==> src/rtl/priority_decoder_seq.sv <==
// Sequential decoder for the 2-bit priority code {y1,y0,valid}.
// Buffers one code over a valid/ready handshake. Drives the matching one-hot
// line for HOLD_CYCLES cycles, then optionally holds all lines low for
// GAP_CYCLES cycles before the next pulse.
module priority_decoder_seq #(
    parameter int unsigned HOLD_CYCLES = 4,
    parameter int unsigned GAP_CYCLES  = 1,
    parameter int unsigned CNT_W       = 8
) (
    input  logic clk,
    input  logic rst_n,
    input  logic y1,
    input  logic y0,
    input  logic valid,
    output logic ready,
    output logic d3,
    output logic d2,
    output logic d1,
    output logic d0,
    output logic busy,
    output logic done
);

    typedef enum logic [1:0] {
        IDLE  = 2'd0,
        DRIVE = 2'd1,
        GAP   = 2'd2
    } state_e;

    // Counter reload values; the counter runs down to zero, so load N-1.
    localparam logic [CNT_W-1:0] HOLD_LOAD = CNT_W'(HOLD_CYCLES - 1);
    localparam logic [CNT_W-1:0] GAP_LOAD  =
        CNT_W'((GAP_CYCLES > 0) ? (GAP_CYCLES - 1) : 0);
    localparam bit               HAS_GAP   = (GAP_CYCLES > 0);

    state_e           state_q, state_d;
    logic [CNT_W-1:0] cnt_q, cnt_d;
    logic             hold_full_q, hold_full_d;
    logic [1:0]       code_q, code_d;
    logic [3:0]       line_q, line_d;
    logic             done_q, done_d;

    // Map a 2-bit code onto its one-hot output line.
    function automatic logic [3:0] onehot(input logic [1:0] c);
        onehot = 4'b0001 << c;
    endfunction

    // Next-state logic: buffer capture plus the IDLE/DRIVE/GAP sequencer.
    always_comb begin
        state_d     = state_q;
        cnt_d       = cnt_q;
        hold_full_d = hold_full_q;
        code_d      = code_q;
        line_d      = line_q;
        done_d      = 1'b0;

        // Capture only when the buffer is empty; a consume never coincides.
        if (valid && !hold_full_q) begin
            hold_full_d = 1'b1;
            code_d      = {y1, y0};
        end

        unique case (state_q)
            IDLE: begin
                if (hold_full_q) begin
                    state_d     = DRIVE;
                    line_d      = onehot(code_q);
                    cnt_d       = HOLD_LOAD;
                    hold_full_d = 1'b0;
                end
            end
            DRIVE: begin
                if (cnt_q != '0) begin
                    cnt_d = cnt_q - CNT_W'(1);
                end else begin
                    done_d = 1'b1;
                    if (HAS_GAP) begin
                        state_d = GAP;
                        line_d  = 4'b0000;
                        cnt_d   = GAP_LOAD;
                    end else if (hold_full_q) begin
                        // Back-to-back pulse: swap the active line in one edge.
                        line_d      = onehot(code_q);
                        cnt_d       = HOLD_LOAD;
                        hold_full_d = 1'b0;
                    end else begin
                        state_d = IDLE;
                        line_d  = 4'b0000;
                    end
                end
            end
            GAP: begin
                if (cnt_q != '0) begin
                    cnt_d = cnt_q - CNT_W'(1);
                end else begin
                    state_d = IDLE;
                end
            end
            default: begin
                state_d = IDLE;
                line_d  = 4'b0000;
            end
        endcase
    end

    // State registers with synchronous active-low reset.
    always_ff @(posedge clk) begin
        if (!rst_n) begin
            state_q     <= IDLE;
            cnt_q       <= '0;
            hold_full_q <= 1'b0;
            code_q      <= 2'b00;
            line_q      <= 4'b0000;
            done_q      <= 1'b0;
        end else begin
            state_q     <= state_d;
            cnt_q       <= cnt_d;
            hold_full_q <= hold_full_d;
            code_q      <= code_d;
            line_q      <= line_d;
            done_q      <= done_d;
        end
    end

    assign ready            = ~hold_full_q;
    assign busy             = (state_q != IDLE) || hold_full_q;
    assign {d3, d2, d1, d0} = line_q;
    assign done             = done_q;

endmodule

==> config.mk <==
export PLATFORM = sky130hd
export DESIGN_NAME = priority_decoder_seq
export DESIGN_NICKNAME = d
export VERILOG_FILES = /design/src/rtl/priority_decoder_seq.sv
export SDC_FILE = /design/constraint.sdc
export NUM_CORES = 1
export LEC_CHECK = 0
export ABC_AREA = 1
export BUFFER_PORTS_ARGS = -buffer_cell sky130_fd_sc_hd__buf_2
export CORE_AREA = 4 4 44 54
export DETAILED_ROUTE_END_ITERATION = 10
export DIE_AREA = 0 0 48 58
export MAX_ROUTING_LAYER = met4
export PLACE_DENSITY = 0.86
export SYNTH_ARGS = -nofsm -noshare
export SYNTH_HDL_FRONTEND = slang
export SYNTH_SLANG_ARGS = --single-unit
==> constraint.sdc <==
create_clock -name clk -period 2.8 [get_ports clk]
set_clock_uncertainty 0.15 [all_clocks]
set_input_delay 0.28 -clock clk [delete_from_list [all_inputs] [get_ports clk]]
set_output_delay 0.28 -clock clk [all_outputs]
set_load 0.005 [all_outputs]
Word-level counts from Yosys, hierarchy flattened:

Cells that the tools add are included.

* bits of input ports: 5
* flip-flop bits (word level): 18
* word-level logic and storage cells: 42
* output and inout port bits: 7

* add/subtract/negate cells: 1
* muxes and demuxes: 15
* reduce and logical (&&, ||, !) cells: 11
* eq/ne operators: 6
* bitwise operators: 2
* shifts and indexed selects: 1

Operator list (number)
* $mux 8: 3
* $pmux 8 s3: 1
* $pmux 4 s3: 1
* $reduce_and 3->1: 3
* $mux 4: 2
* $ne 2x2->1 const B: 4
* $reduce_bool 8->1: 1
* $sub 8x1->8 const B: 1
* $mux 2: 3
* $pmux 2 s3: 1
* $mux 1: 4
* $shl 1x2->4 const A: 1
* $reduce_bool 3->1: 1
* $eq 2x1->1 const B: 1
* $eq 2x2->1 const B: 1
* $logic_not 2->1: 1
* $not 1->1: 2
* $reduce_and 2->1: 1
* $reduce_bool 2->1: 1
* $logic_and 1x1->1: 1
* $logic_not 1->1: 1
* $logic_or 1x1->1: 1

Depth between registers and ports, before layout:

Gate-level depths: netlist of run 1.

* word-level depth: 5
* gate-level depth with buffers: 10
* gate-level depth less buffers: 10

Worst setup path after synthesis of run 1:

OpenSTA, ideal clock, no wires.

* kind: flip-flop to flip-flop
* start: reg state_q[0]
* end: reg cnt_q[0]
* arrival: 1285 ps
* library setup time: 117 ps
* data required time: 2533 ps
* buffers on the path: 0
* setup slack: 1248 ps
* clock period less this slack: 1552 ps
* stages on the path, launching flop included: 9
* cells stage by stage: dfxtp_1 > inv_1 > ha_1 > nand2_2 > nand2_1 > a21oi_2 > nand2_1 > nor2_1 > nor2_1

* word-level cells in the longest chain between the ends: 3
* elaborated cells on any way between the ends: 8
* those cells by class: eq/ne: 4; mux: 1; reduce/logical: 3

Ends and longest elaborated chain
* start: declaration: RTL line 36 `state_e state_q, state_d;`
* start signal: assignment: RTL line 116 `state_q <= state_d;`
* $eq 2x2->1 (tied with other cells): RTL line 63 `unique case (state_q)`
* $ne 2x2->1 (no line) / $reduce_bool 3->1 (equally long branches)
* $reduce_and 3->1 (no line)
* end signal: assignment: RTL line 117 `cnt_q <= cnt_d;`
* end: declaration: RTL line 37 `logic [CNT_W-1:0] cnt_q, cnt_d;`

Several ways; a longest one is shown, not always the timed one.
A chain may end at the register's enable or synchronous reset.

Worst setup path after layout of run 1:

* start: reg state_q[0]
* end: reg cnt_q[1]

The elaborated chain is that of the path after synthesis.

==> flow_summary.ini, run 1 <==
[drt]
wl_um = 2270
via_count = 1053
via_per_inst = 5.21
dr.pass1.iters = 4
wl_per_cell_um = 11.2
drt_iter0_markers = 34
ant_nets = 0
drc = 0

[clock_network]
cts_buffer_depth = 2
clkTransAtPathRegs_ps = 110
ctsHoldBuffers = 0
cts_root_buf = clkbuf_4
insertion_delay_ps = 310
cts_tree = built
clock_sinks = 18
cts_setup_buffers = 0
cts-buffers-inserted = 3
htreeDepth = 1
post_cts_resized = 0

[worst_setup_path]
r2r_start = state_q[0]$_SDFFE_PN0P_
reg2reg_slack_ps = 1020
worstPathCellList = inv_1 -> ha_1 -> nand2_2 -> nand2_1 -> a21oi_2 -> nand2_1 -> nor2_1 -> nor2_1
startpoint = state_q[0]$_SDFFE_PN0P_
crit_required_ps = 2850
startpoint_type = flop
cp-end-kind = flop
crit_end = cnt_q[1]$_SDFFE_PN0P_
crit_type = flop to flop
worstPathArrival_ps = 1830
crit_slowest_cell = dfxtp_1
worst-path-stages = 8
max_stage_delay_ps = 400
rr_worst_depth = 8
cp_top_family = simple AND/OR/NAND/NOR gates
regToRegEndpoint = cnt_q[1]$_SDFFE_PN0P_
crit_path_max_fanout = 5
worst-path-buf-inv = 1

[place]
hpwl_um = 1730
placed_area_um2 = 1180
gp_congestion = 0.878
portBuffers = 11
dpl_worst_slack_ps = 1070

[sta]
finalCritPeriodShare_pct = 63.5
max_slew.worst_pin.slew_ps = 357
rsz0062_at_grt = false
finalHoldViolations = 0
fin_tns_setup_ps = 0
setup_ws_ps = 1020
timing.fmax_ghz = 0.563
setup_violations = 0
fin_crit_ps = 1780
slew_viol_final = 0
maxSlewHeadroom_pct = 76.1

[floorplanning]
die_w_um = 48
ios = 12
start_util_pct = 60.5
rows = 17
core-area_um2 = 1830
die_height_um = 58
die-area_um2 = 2780

[grt]
grt_pass1_wl_um = 3880
grt.overflow.total = 0
grt_max_degree = 15
antenna_found_initial = 0
grt_pass1_vias = 962
grt.total_usage_pct = 19.3

[outcome]
outcome = finished clean

[synth]
synth_warnings = 0
synth_cells = 169
ys_types = 21
synthesis.nets = 180
syn_area_um2 = 1110
ys_ff_latch = 18
syn_area_per_cell_um2 = 6.54
ys_seq_area_share_pct = 32.6

[final_layout]
design_area_um2 = 1210
drive_gt1_share_pct = 16.9
syn2layout_area_growth_pct = 9.73
num-nets-final = 195
num_antenna_cells = 0

[hold_path]
hold_class = input port to flop

[pwr]
p_leak_nw = 0.616
power_density_nw_per_um2 = 1270
ir_drop_v = 0.000814

[flow_run]
max-cap-violations = 0
==> sequential cells by signal, indices dropped and copies added (netlist names) <==
register,flops
line_q,4
done,1
hold_full_q,1
cnt_q,8
state_q,2
code_q,2
==> layout make-up <==
class                      instances  area [um^2]
clock buffer                       4         36.3
fill                             162          616
inverter                          33          124
multi-input combinational        117          614
sequential                        18          360
tap                               19         23.8
timing repair buffer              11         55.1
==> cell usage in the layout, fill, tap and decap left out, types with 2 or more instances in the layout <==
cell type,count
nand2_4,2
clkbuf_4,3
nand2_1,38
nand4_1,5
nor3_1,5
inv_2,3
inv_1,26
ha_1,6
o21ai_0,5
clkinv_1,4
buf_2,11
dfxtp_1,18
nor2_4,2
nor2_1,31
nand2_2,4
a21oi_1,6
nand3_1,8
==> cells in the mapped netlist <==
cell type / count / area (um^2)
inv_1: 26 / 97.6
o21ai_0: 5 / 25.0
nor2_4: 2 / 22.5
inv_2: 3 / 11.3
nand3_4: 1 / 17.5
a21oi_2: 1 / 8.76
nor3_2: 1 / 10.0
nand4_1: 5 / 31.3
a21oi_1: 6 / 30.0
dfxtp_1: 18 / 360
nor2_1: 31 / 116
nand2_4: 2 / 22.5
nand3_1: 8 / 40.0
o21ai_4: 1 / 16.3
nand2_2: 4 / 25.0
nor2_2: 1 / 6.26
nand2_1: 38 / 143
buf_4: 1 / 7.51
nor3_1: 5 / 25.0
clkinv_1: 4 / 15.0
ha_1: 6 / 75.1
==> power breakdown <==
part           leakage (nW)  switching (W)  internal [W]  total [W]
sequential            0.148      0.0000732      0.000339   0.000413
clock                0.0210      0.0000875     0.0000794   0.000167
combinational         0.447       0.000627      0.000333   0.000959
==> stage by stage <==
step                      util [%]  hold WS, ps  total power (W)  cells
after global placement        64.4          314          0.00133    198
after global routing          66.3          127          0.00169    202
after CTS                     66.3          115          0.00154    202
after floorplan                  -          292          0.00117    169
final                         66.3          114          0.00154    202
after detailed placement      64.4          345          0.00137    198
==> how the worst min path moves through the flow <==
stage / from / cells after the start / slack [ps] / to
6_report: y0 / 3 / 110 / code_q[0]$_SDFFE_PN0P_
5_1_grt: y0 / 3 / 130 / code_q[0]$_SDFFE_PN0P_
4_1_cts: y1 / 3 / 120 / code_q[1]$_SDFFE_PN0P_
3_5_place_dp: hold_full_q$_SDFF_PN0_ / 2 / 350 / hold_full_q$_SDFF_PN0_
3_3_place_gp: hold_full_q$_SDFF_PN0_ / 2 / 310 / hold_full_q$_SDFF_PN0_
2_1_floorplan: rst_n / 2 / 290 / cnt_q[7]$_SDFFE_PN0P_
==> per-layer routing <==
| metal | track usage [%] | share of wire, % | vias up |
|---|---|---|---|
| li1 | - | - | 548 |
| met1 | 21.5 | 43 | 473 |
| met4 | 7.69 | 2.9 | 0 |
| met3 | 3.11 | 3.4 | 7 |
| met2 | 32.7 | 50 | 25 |
| met5 | - | 0 | - |
==> worst reg2reg max path, stage by stage, from the launching register on <==
cell and delay [ps]:
dfxtp_1 400, inv_1 90, ha_1 250, nand2_2 140, nand2_1 120, a21oi_2 250
nand2_1 110, nor2_1 130, nor2_1 40
==> logic make-up after synthesis <==
family                     count (synthesis)  share of synthesized area (%)
and+or+nand+nor                           98                           41.5
buffers and inverters                     34                           11.9
DFF                                       18                           32.6
AOI/OAI and AO/OA                         13                           7.24
adders and majority gates                  6                           6.79
Note: power is estimated with default switching activity, not from simulation.
==> run 2: changes to the inputs <==
==> config.mk (replaced) <==
export PLATFORM = sky130hd
export DESIGN_NAME = priority_decoder_seq
export DESIGN_NICKNAME = d
export VERILOG_FILES = /design/src/rtl/priority_decoder_seq.sv
export SDC_FILE = /design/constraint.sdc
export NUM_CORES = 1
export LEC_CHECK = 0
export ABC_AREA = 0
export BUFFER_PORTS_ARGS = -buffer_cell sky130_fd_sc_hd__buf_2
export CORE_AREA = 4 4 47 57
export DETAILED_ROUTE_END_ITERATION = 10
export DIE_AREA = 0 0 51 61
export MAX_ROUTING_LAYER = met4
export PLACE_DENSITY = 0.76
export SYNTH_ARGS = -nofsm -noshare
export SYNTH_HDL_FRONTEND = slang
export SYNTH_SLANG_ARGS = --single-unit
==> constraint.sdc (replaced) <==
create_clock -name clk -period 1.55 [get_ports clk]
set_clock_uncertainty 0.15 [all_clocks]
set_input_delay 0.155 -clock clk [delete_from_list [all_inputs] [get_ports clk]]
set_output_delay 0.155 -clock clk [all_outputs]
set_load 0.005 [all_outputs]
==> flow_summary.ini, run 2 <==
[outcome]
outcome = complete, but fails checks
violations = negative setup slack

[final_layout]
num_antenna_cells = 0
layout_common_cells = buf_4 (32), dfxtp_1 (14), buf_2 (10)
num-nets-final = 182
layout_commonest_cell = buf_4
syn2layout_area_growth_pct = 56.1
reg_top3 = cnt_q: 8 flops, line_q: 4 flops
drive_gt1_share_pct = 51.8
largest_reg_flops = 8
design_area_um2 = 1620
seq_area_um2 = 365
regMostFlops = cnt_q
multi_input_area_um2 = 749
n_fill_cell = 137

[worst_setup_path]
worstPathArrival_ps = 1960
crit_path_max_fanout = 5
worstPathCellList = inv_2 -> ha_4 -> nor4b_4 -> buf_6 -> and2_2 -> or4_1 -> a21oi_1
max_stage_delay_ps = 500
crit_type = flop to flop
crit_slowest_cell = or4_1
crit_required_ps = 1650
startpoint_type = flop
cp-end-kind = flop

[sta]
rsz0062_at_grt = true
setup_ws_ps = -308
max_slew.worst_pin.slew_ps = 435
finalHoldViolations = 0
fin_crit_ps = 1860
holdWs_ps = 55.0
fin_tns_setup_ps = -2640
setup_violations = 16
timing.fmax_ghz = 0.538
finalCritPeriodShare_pct = 120
slew_viol_final = 0
maxSlewHeadroom_pct = 70.7

[synth]
synth_area_leaders = dfxtp_1 (35%), ha_1 (7.3%), mux2i_1 (4.8%)
async_reset_ff_share_pct = 0
synth_edf_count = 0
yosysTopAreaCell = dfxtp_1
ys_seq_area_share_pct = 34.8
yosysMostFrequentCell = dfxtp_1
syn_area_um2 = 1030
ys_ff_latch = 18
synth_ff_type = dfxtp_1
ys_types = 43
synth_cells = 116
synth_top_cell_area_share_pct = 34.8
synth_warnings = 0
synthesis.nets = 127
synthTopCellsByCount = dfxtp_1 (18), nor2_1 (10), a21oi_1 (9), nand2_1 (7), o21ai_0 (7)
syn_area_per_cell_um2 = 8.92

[clock_network]
cts-buffers-inserted = 3
cts_tree = built
clkTransAtPathRegs_ps = 120
insertion_delay_ps = 310
cts_buffer_depth = 2
htreeDepth = 1
clock_sinks = 18
cts_root_buf = clkbuf_4

[pwr]
power_w = 0.00181
ir_drop_v = 0.000733
power_density_nw_per_um2 = 1120
p_leak_nw = 0.689

[drt]
via_count = 1137
wl_per_cell_um = 16.5
dr.pass1.iters = 4
wl_um = 3310
via_per_inst = 5.69
drt_iter0_markers = 34
ant_nets = 0
drc = 0

[grt]
grt_max_degree = 15
grt.overflow.total = 0
grt_pass1_vias = 1126
antenna_found_initial = 0
grt_pass1_wl_um = 4890
grt.total_usage_pct = 22.0

[place]
placed_area_um2 = 1390
portBuffers = 11
hpwl_um = 2070
dpl_worst_slack_ps = -276
gp_congestion = 0.912

[hold_path]
hold_class = input port to flop

[floorplanning]
die_height_um = 61
die_w_um = 51
die-area_um2 = 3110
rows = 18
core-area_um2 = 2090
start_util_pct = 49.4
ios = 12

[flow_run]
max-cap-violations = 0
[run 2: per-layer routing]
layer	vias up	wire (um)	part of all wire [%]	global-route usage (%)
met5	-	0	0	-
li1	542	-	-	-
met2	38	1730	52	42.0
met3	18	152	4.6	3.19
met1	539	1280	39	22.2
met4	0	153	4.6	9.23
[run 2: worst max-delay path, delay by kind of cell, from the launching register on]
kind                       cells  cell delay [ps]
adders and majority gates      1              150
and+or+nand+nor                3              820
buffers and inverters          2              180
DFF                            1              360
AOI/OAI and AO/OA              1              140
[run 2: worst paths after layout]
check                      endpoint              startpoint  slack [ps]  cells after the start
max reg2reg   cnt_q[6]$_SDFFE_PN0P_   cnt_q[0]$_SDFFE_PN0P_        -310                      7
min          hold_full_q$_SDFF_PN0_                   rst_n          50                      2
min reg2reg  line_q[1]$_SDFFE_PN0P_  line_q[1]$_SDFFE_PN0P_         320                      2
max           cnt_q[6]$_SDFFE_PN0P_   cnt_q[0]$_SDFFE_PN0P_        -310                      7
[run 2: logic make-up after synthesis]
family,synth area share (%)
and+or+nand+nor,30.6
AOI/OAI and AO/OA,18.5
DFF,34.8
buffers and inverters,3.99
adders and majority gates,7.25
muxes,4.84
[run 2: through the flow]
| stage | util [%] | std cells |
|---|---|---|
| after detailed placement | 66.5 | 185 |
| after global routing | 77.1 | 200 |
| after floorplan | - | 116 |
| after global placement | 66.5 | 185 |
| final | 77.1 | 200 |
| after CTS | 71.6 | 194 |
[run 2: repair_timing]
action                     CTS  global route
pin swaps                    9             9
hold buffers                 2             0
setup endpoints to repair   16            16
gates resized for setup      8            18
buffers inserted             3             6
hold endpoints to repair     2             0
[run 2: area by class of cell]
class | instances | area share, %
Tap cell | 30 | 2.32
Multi-Input combinational cell | 89 | 46.4
Clock buffer | 4 | 2.25
Sequential cell | 18 | 22.6
Timing Repair Buffer | 52 | 24.8
Inverter | 7 | 1.63
[run 2: report_power, final]
group          internal [W]  switching [W]  total [W]
Clock              0.000144       0.000172   0.000315
Combinational      0.000493       0.000450   0.000943
Sequential         0.000510      0.0000417   0.000552
Total               0.00115       0.000663    0.00181
==> run 3: changes to the inputs <==
--- a/config.mk
+++ b/config.mk
@@ -10,7 +10,6 @@
 export CORE_AREA = 4 4 47 57
 export DETAILED_ROUTE_END_ITERATION = 10
 export DIE_AREA = 0 0 51 61
-export MAX_ROUTING_LAYER = met4
 export PLACE_DENSITY = 0.76
 export SYNTH_ARGS = -nofsm -noshare
 export SYNTH_HDL_FRONTEND = slang
==> flow_summary.ini, run 3 (synthesis results as in run 2) <==
[outcome]
outcome = complete, but fails checks
violations = negative setup slack

[floorplanning]
rows = 18
die-area_um2 = 3110
die_height_um = 61
core-area_um2 = 2090
start_util_pct = 49.4
ios = 12
die_w_um = 51

[sta]
rsz0062_at_grt = true
slew_viol_final = 0
finalHoldViolations = 0
fin_crit_ps = 1860
setup_ws_ps = -305
maxSlewHeadroom_pct = 71.0
setup_violations = 16
timing.fmax_ghz = 0.539
max_slew.worst_pin.slew_ps = 431
finalCritPeriodShare_pct = 120
fin_tns_setup_ps = -2850

[pwr]
power_density_nw_per_um2 = 1110
combinationalPowerShare_pct = 51.6
seqPwrFrac_pct = 30.8
swShare_pct = 36.4
switchingPower_w = 0.000649
clockPowerShare_pct = 17.5
internal_power_w = 0.00114
ir_drop_v = 0.000720
p_leak_nw = 0.686
power_w = 0.00179

[clock_network]
htreeDepth = 1
clock_sinks = 18
cts-buffers-inserted = 3
clkTransAtPathRegs_ps = 110
insertion_delay_ps = 310
cts_buffer_depth = 2
cts_tree = built
cts_root_buf = clkbuf_4

[final_layout]
layout_commonest_cell = buf_4
post-route-util_pct = 76.5
stdcell_count = 200
syn2layout_area_growth_pct = 54.8
layout_common_cells = buf_4 (34), dfxtp_1 (14), buf_2 (10)
drive_gt1_share_pct = 50.6
regMostFlops = cnt_q
reg_top3 = cnt_q: 8 flops, line_q: 4 flops
largest_reg_flops = 8
num_antenna_cells = 0
num-nets-final = 182

[worst_setup_path]
crit_type = flop to flop
startpoint_type = flop
cp-end-kind = flop
rr_worst_depth = 6
worstPathArrival_ps = 1960
crit_path_max_fanout = 4
crit_required_ps = 1660

[place]
dpl_worst_slack_ps = -276
portBuffers = 11
hpwl_um = 2070
gp_congestion = 0.897
place_inst = 185

[grt]
grt_max_degree = 15
grt.total_usage_pct = 21.3
use_met3_pct = 3.69
antenna_found_initial = 0
top_usage_layer = met2
use_met1_pct = 21.8
grt_pass1_vias = 1127
grt.overflow.total = 0
grt_use_met2_pct = 42.0
grt_pass1_wl_um = 4890

[hold_path]
hold_depth = 2
hold_class = input port to flop

[drt]
dr.pass1.iters = 4
wl_per_cell_um = 16.0
drt_iter0_markers = 47
ant_nets = 0
drc = 0
via_per_inst = 5.73
via_count = 1146
wl_um = 3190

[flow_run]
max-cap-violations = 0
[run 3: metrics by stage]
stage                     hold slack [ps]  instance area (um^2)
after floorplan                       143                  1090
after global placement                242                  1390
after detailed placement              249                  1390
after CTS                            52.5                  1500
after global routing                 54.6                  1600
final                                56.2                  1600
[run 3: power by group through the flow]
stage / logic (W) / registers [W] / clock network (W)
final: 0.000922 / 0.000551 / 0.000313
after global routing: 0.000990 / 0.000556 / 0.000334
after CTS: 0.000763 / 0.000546 / 0.000311
after detailed placement: 0.000696 / 0.000556 / 0
after global placement: 0.000680 / 0.000553 / 0
after floorplan: 0.000425 / 0.000558 / 0
[run 3: cell type report]
class,instances,area [um^2]
fill,143,493
sequential,18,365
timing repair buffer,52,393
inverter,7,26.3
tap,30,37.5
clock buffer,4,36.3
multi-input combinational,89,743
[run 3: critical path, stage by stage, from the launching register on]
cell and delay, ps:
dfxtp_2 390, inv_2 70, ha_4 160, nor2b_4 140, or3_4 340, or4_4 420, a21oi_2 120
[run 3: path summary, 6_finish.rpt]
check,endpoint,start,slack [ps]
setup / recovery,cnt_q[5]$_SDFFE_PN0P_,state_q[0]$_SDFFE_PN0P_,-310
hold / removal,hold_full_q$_SDFF_PN0_,rst_n,60
setup reg to reg,cnt_q[5]$_SDFFE_PN0P_,state_q[0]$_SDFFE_PN0P_,-310
hold reg to reg,line_q[1]$_SDFFE_PN0P_,line_q[1]$_SDFFE_PN0P_,320
[run 3: timing repair]
item | CTS | global route
buffers inserted | 3 | 6
endpoints found under the hold margin | 2 | 0
hold buffers | 2 | 0
pin swaps | 9 | 7
resized for setup | 8 | 15
setup endpoints to repair | 16 | 16
[run 3: metal layers]
layer / part of all wire (%) / vias up
met5: 0 / -
met2: 53 / 48
met3: 4.9 / 14
met4: 3.7 / 0
li1: - / 544
met1: 38 / 540
